[config.mk]
export PLATFORM = sky130hd
export DESIGN_NAME = fetch_stage
export DESIGN_NICKNAME = d
export VERILOG_FILES = /design/src/rtl/fetch_stage_pkg.sv /design/src/rtl/fetch_stage.sv
export SDC_FILE = /design/constraint.sdc
export NUM_CORES = 1
export LEC_CHECK = 0
export ABC_CLOCK_PERIOD_IN_PS = 3400
export CAP_MARGIN = 5
export CELL_PAD_IN_SITES_DETAIL_PLACEMENT = 0
export CELL_PAD_IN_SITES_GLOBAL_PLACEMENT = 1
export CORE_ASPECT_RATIO = 0.7
export CORE_MARGIN = 1.5
export CORE_UTILIZATION = 30
export DETAILED_ROUTE_END_ITERATION = 10
export PLACE_DENSITY = 0.73
export SETUP_SLACK_MARGIN = 0.3
export SLEW_MARGIN = 20
export SYNTH_ARGS = -nofsm -noshare
export SYNTH_HDL_FRONTEND = slang
export SYNTH_SLANG_ARGS = --single-unit
export TNS_END_PERCENT = 20
[constraint.sdc]
create_clock -name i_clk -period 3.4 [get_ports i_clk]
set_clock_uncertainty 0.2 [all_clocks]
set_input_delay 0.68 -clock i_clk [delete_from_list [all_inputs] [get_ports i_clk]]
set_output_delay 0.68 -clock i_clk [all_outputs]
set_load 0.05 [all_outputs]
[src/rtl/fetch_stage_pkg.sv]
// Shared ISA defines: opcode constants, NOP encoding, reset PC and
// small decode helpers used by the pipeline stages.
package fetch_stage_pkg;

  localparam int unsigned XLEN = 16;

  localparam logic [3:0] OP_ADD = 4'h0;
  localparam logic [3:0] OP_SUB = 4'h1;
  localparam logic [3:0] OP_AND = 4'h2;
  localparam logic [3:0] OP_OR  = 4'h3;
  localparam logic [3:0] OP_LD  = 4'h8;
  localparam logic [3:0] OP_ST  = 4'h9;
  localparam logic [3:0] OP_BEQ = 4'hC;
  localparam logic [3:0] OP_JMP = 4'hD;
  localparam logic [3:0] OP_HLT = 4'hF;

  localparam logic [XLEN-1:0] NOP_INSTR = 16'h0000;
  localparam logic [XLEN-1:0] RESET_PC  = 16'h0000;

  function automatic logic is_hlt(input logic [XLEN-1:0] instr);
    return instr[15:12] == OP_HLT;
  endfunction

endpackage

[src/rtl/fetch_stage.sv]
// Instruction fetch stage: word-addressed PC, request/ack instruction
// memory handshake, one-entry stall buffer and the IF/ID register.
module fetch_stage
  import fetch_stage_pkg::*;
(
  input  logic            i_clk,
  input  logic            i_rst,
  input  logic            i_stall,
  input  logic            i_flush,
  input  logic            i_redirect,
  input  logic [15:0]     i_target,
  output logic            o_imReq,
  output logic [15:0]     o_imAddr,
  input  logic            i_imAck,
  input  logic [15:0]     i_imData,
  output logic [15:0]     o_instr,
  output logic [15:0]     o_pc,
  output logic            o_valid,
  output logic            o_hlt
);

  typedef enum logic [1:0] {
    S_REQ  = 2'd0,
    S_HOLD = 2'd1,
    S_HALT = 2'd2
  } state_t;

  state_t      r_state;
  state_t      w_state_nx;
  logic [15:0] r_pc;
  logic [15:0] r_instr;
  logic [15:0] r_ifpc;
  logic        r_valid;
  logic [15:0] r_buf;

  logic [15:0] w_pc_nx;
  logic [15:0] w_instr_nx;
  logic [15:0] w_ifpc_nx;
  logic        w_valid_nx;
  logic [15:0] w_buf_nx;
  logic [15:0] w_pc_inc;
  logic        w_take;

  assign w_pc_inc = r_pc + 16'd1;
  assign w_take   = (r_state == S_REQ) && i_imAck;

  always_ff @(posedge i_clk) begin
    if (i_rst) begin
      r_state <= S_REQ;
    end else begin
      r_state <= w_state_nx;
    end
  end

  always_comb begin
    w_state_nx = r_state;
    w_pc_nx    = r_pc;
    w_instr_nx = r_instr;
    w_ifpc_nx  = r_ifpc;
    w_valid_nx = r_valid;
    w_buf_nx   = r_buf;

    if (i_redirect) begin
      w_pc_nx    = i_target;
      w_instr_nx = NOP_INSTR;
      w_valid_nx = 1'b0;
      w_buf_nx   = NOP_INSTR;
      w_state_nx = S_REQ;
    end else if (i_flush) begin
      w_instr_nx = NOP_INSTR;
      w_valid_nx = 1'b0;
      // PC already advanced past the buffered word; step back so it is refetched.
      if (r_state == S_HOLD) begin
        w_pc_nx    = r_pc - 16'd1;
        w_buf_nx   = NOP_INSTR;
        w_state_nx = S_REQ;
      end
    end else if (i_stall) begin
      if (w_take) begin
        w_buf_nx   = i_imData;
        w_pc_nx    = w_pc_inc;
        w_state_nx = S_HOLD;
      end
    end else begin
      unique case (r_state)
        S_REQ: begin
          if (i_imAck) begin
            w_instr_nx = i_imData;
            w_ifpc_nx  = w_pc_inc;
            w_valid_nx = 1'b1;
            w_pc_nx    = w_pc_inc;
            w_state_nx = is_hlt(i_imData) ? S_HALT : S_REQ;
          end else begin
            w_instr_nx = NOP_INSTR;
            w_valid_nx = 1'b0;
          end
        end
        S_HOLD: begin
          w_instr_nx = r_buf;
          w_ifpc_nx  = r_pc;
          w_valid_nx = 1'b1;
          w_buf_nx   = NOP_INSTR;
          w_state_nx = is_hlt(r_buf) ? S_HALT : S_REQ;
        end
        S_HALT: begin
          w_state_nx = S_HALT;
        end
        default: begin
          w_state_nx = S_REQ;
        end
      endcase
    end
  end

  always_ff @(posedge i_clk) begin
    if (i_rst) begin
      r_pc    <= RESET_PC;
      r_instr <= NOP_INSTR;
      r_ifpc  <= '0;
      r_valid <= 1'b0;
      r_buf   <= NOP_INSTR;
    end else begin
      r_pc    <= w_pc_nx;
      r_instr <= w_instr_nx;
      r_ifpc  <= w_ifpc_nx;
      r_valid <= w_valid_nx;
      r_buf   <= w_buf_nx;
    end
  end

  assign o_imReq  = (r_state == S_REQ) && !i_rst;
  assign o_imAddr = r_pc;
  assign o_instr  = r_instr;
  assign o_pc     = r_ifpc;
  assign o_valid  = r_valid;
  assign o_hlt    = (r_state == S_HALT);

endmodule
# == Yosys cells after proc, flatten, opt, wreduce, memory -nomap -nowiden ==
# Cells that the tools add are included.
# word_totals
register_bits,67
# classes
n_addsub,2
eq_ne,10
n_mux,24
bitwise_logic,3
n_reduce_logical,13
# op_table
cell,n
2-to-1 mux 16 bit,12
one-hot mux 16 bit (2 select lines),2
adder 16 x 1 -> 16 bit (second input constant),1
subtractor 16 x 1 -> 16 bit (second input constant),1
2-to-1 mux 2 bit,7
== test 4 bit (second input constant),2
nonzero test 4 bit,2
!= test 3 x 1 -> 1 bit (second input constant),2
one-hot mux 2 bit (3 select lines),1
AND reduction 5 bit,1
!= test 4 x 1 -> 1 bit (second input constant),1
!= test 4 bit (second input constant),1
AND reduction 4 bit,1
inverter 1 bit,3
AND reduction 3 bit,1
OR reduction 3 bit,1
== test 2 x 1 -> 1 bit (second input constant),1
== test 2 bit (second input constant),1
logical AND 1 bit,2
logical NOT 2 bit,1
!= test 2 x 1 -> 1 bit (second input constant),1
!= test 2 bit (second input constant),1
one-hot mux 1 bit (2 select lines),1
AND reduction 2 bit,1
4 further kinds,4

# == Depth between registers and ports, before layout ==
# depth
depth_word,6
depth_mapped,8
depth_no_buf,7

# == Least setup slack after synthesis ==
# OpenSTA, ideal clock, no wires.
# synth_path
path_type,in2out
from,input port i_rst
to,output port o_imReq
arrival_time_ns,2.336
setup_slack_ns,0.184
path_stages,4
n_path_buf,3
cell_sequence,clkbuf_1 clkbuf_1 clkbuf_1 nor3_1
# synth_between
elab_chain_cells,2
# synth_rtl
item,line,source
from (decl),fetch_stage.sv:7,"input logic i_rst,"
logical NOT 1 bit,fetch_stage.sv:131,assign o_imReq = (r_state == S_REQ) && !i_rst;
logical AND 1 bit,fetch_stage.sv:131,
to (decl),fetch_stage.sv:12,"output logic o_imReq,"
# No other way between the ends.

# == Worst setup path after layout ==
# Ends and elaborated chain as after synthesis.

==> summary.md <==
| Metric | Value |
|---|---|
| Status | `finished clean` |
| Total track usage | `18.6%` |
| Peak supply drop | `0.000270 V` |
| Final instance area | `5190 sq um` |
| Final min period | `2770 ps` |
| Cell Pwr Density | `442 nW/um^2` |
| Crit. End Element | `output port` |
| YS warnings | `0` |
| Post-synthesis cell area | `3880 sq um` |
| Synth Area per Inst | `7.81 sq um` |
| Worst setup SP type | `primary input` |
| Clock Sinks | `67` |
| Fin worst setup slack | `632 ps` |
| IO Count | `89` |
| Pleak | `1.77 nW` |
| Clock power share | `39.5%` |
| Net Sw Frac | `30.8%` |
| Avg Vias per Cell | `5.34` |
| Site row count | `34` |
| Syn Nets | `537` |
| Vias in the first global route | `3604` |
| Worst setup path category | `in2out` |
| CTS tree | `built` |
| CP Max Fanout | `13` |
| Setup Slack @ Placement | `491 ps` |
| Crit path to | `o_imReq` |
| Final core occ | `41.5%` |
| CP arrival | `1890 ps` |
| Nets | `610` |
| Leading area contributor after synthesis | `dfxtp_1` |
| Gates resized, CTS repair | `0` |
| Post-DP HPWL | `9160 um` |
| Final Setup Violations | `0` |
| Chip Width | `139 um` |
| Core area | `12500 sq um` |
| Sequential share of power | `37.7%` |
| Antenna violations before repair | `0` |
| Req. time, crit path | `2520 ps` |
| Achievable frequency | `0.361 GHz` |
| H-Tree Depth | `3` |
| Top cells by area, synth | `dfxtp_1 (35%), nor2_1 (7.5%), nand2_1 (5.7%), a211oi_1 (3.7%), xnor2_1 (3.6%)` |
| Most frequent cells in the layout | `clkdlybuf4s50_1 (87), nor2_1 (77), dfxtp_1 (67)` |
| Period utilization | `81.4%` |
| First-pass GRT wire length | `20100 um` |
| Wire per inst | `17.2 um` |
| DRT iter0 DRCs | `317` |
| Post-synth cell types | `62` |
| Fin Hold WS | `298 ps` |
| Final setup TNS | `0 ps` |
| Worst Reg2Reg Path Length in Cells | `6` |
| Max_cap viols | `0` |
| Sequential area share after synthesis | `34.5%` |
| Area grow syn2layout | `33.7%` |
| Inserted Diodes | `0` |
| Headroom to the max-slew limit | `45.2%` |
| Largest net degree at the start of global routing | `41` |
| CTS max path bufs | `2` |
| RR Startpoint | `o_imAddr[0]` |
| P_sw | `0.705 mW` |
| Seq cells post-synth | `67` |
| Logic pwr share | `22.8%` |
| Share of layout cells above drive strength 1 | `10.8%` |
| Final hold violations | `0` |
| Reg-to-Reg End | `o_imAddr[14]` |
| TritonCTS buffer count | `9` |
| Post-Synthesis Cells | `497` |
| Slew @ Worst Pin | `822 ps` |
| Root buf cell | `clkbuf_16` |
| RSZ-0062 raised after global routing | `false` |
| Post-synth ARST share | `0%` |
| DIE AREA | `13600 sq um` |
| Antenna viol nets, final | `0` |
| Setup Buffers After CTS | `0` |
| DR DRC count | `0` |
| Cell-internal power | `1.59 mW` |
| Clock latency on the worst-skew pair | `330 ps` |
| DR pass1 iterations | `5` |
| Initial Utilization | `31.1%` |
| RD Place Congestion | `0.903` |
| Placed Area | `4900 sq um` |
| Post-synth EDFFs | `0` |
| Clock transition at path regs | `50 ps` |
| Vias post-DR | `3927` |
| Worst Setup SP | `i_rst` |
| Slew Viols, Final | `0` |
| # hold bufs at CTS | `0` |
| Top-area cell type share of the netlist area | `34.5%` |
| Primary FF master, synth | `dfxtp_1` |
| R2R setup slack | `860 ps` |
| Die Span Y | `98.2 um` |
| # port buffers | `88` |
| Total gr overflow | `0` |
| HP Class | `reg2reg` |
| Post-Route WL | `12600 um` |
| Commonest non-fill, non-tap cell in the layout | `clkdlybuf4s50_1` |
## power groups by stage
stage / Combinational [mW] / Clock (mW) / Sequential, mW
final: 0.523 / 0.905 / 0.865
after global routing: 0.562 / 0.965 / 0.869
after CTS: 0.520 / 0.926 / 0.863
after detailed placement: 0.517 / 0 / 0.880
after global placement: 0.515 / 0 / 0.880
after floorplan: 0.258 / 0 / 0.953
## worst max-delay path, stage by stage
cell and delay [ps]:
clkdlybuf4s50_1 670, nor3_2 340, buf_12 180
## per-stage QoR
stage / cells / power [mW]
after floorplan: 497 / 1.21
after global placement: 721 / 1.39
after detailed placement: 721 / 1.40
after CTS: 735 / 2.31
after global routing: 735 / 2.40
final: 735 / 2.29
## cell families after synthesis
kind of cell               Yosys count  synth area share (%)
muxes                                3                 0.773
xor gates and xnor gates            23                  5.19
AOI/OAI and AO/OA                  133                  23.6
and+or+nand+nor                    212                  28.1
DFF                                 67                  34.5
buffers and inverters               57                  7.12
adders and majority gates            2                 0.644
## state kept, by name (all words and copies together), names as in the netlist
name / count
o_instr: 16
r_buf: 16
o_pc: 16
r_state: 2
o_valid: 1
o_imAddr: 16
## area by class of cell
cell class,count,area [sq um]
inverters,10,37.5
repair buffers,109,1050
clock buffers,13,280
multi-input cells,373,2270
well taps,162,203
flip-flops and latches,67,1340
fillers,1289,7320
clock inverters,1,7.51
## layer usage
layer	part of all wire [%]	global-route usage, %	up-vias
li1	-	-	1928
met1	52	28.9	1853
met2	40	25.9	133
met3	6.3	3.53	13
met4	1.2	4.49	0
met5	0	0	-
## cell usage after synthesis, types with 4 or more instances
master / number
inv_1: 10
nor2_1: 78
dfxtp_1: 67
and3_1: 4
nand2_1: 59
o21ai_0: 24
nand3_1: 17
xor2_1: 7
a22oi_1: 18
nand2b_1: 4
a311oi_1: 5
clkbuf_1: 21
a21oi_1: 21
a211oi_1: 19
buf_4: 5
o211ai_1: 16
xnor2_1: 16
nand4_1: 7
nor3_1: 6
buf_2: 17
## worst min-delay path by stage
stage                          from   endpoint  slack, ps  cells after the start
after floorplan           r_buf[10]  r_buf[10]        270                      2
after global placement     r_buf[3]   r_buf[3]        280                      2
after detailed placement   r_buf[4]   r_buf[4]        290                      2
after CTS                  o_pc[12]   o_pc[12]        300                      2
after global routing        o_pc[7]    o_pc[7]        320                      2
final                       o_pc[7]    o_pc[7]        300                      2
Power figures use the tool's default switching activity.
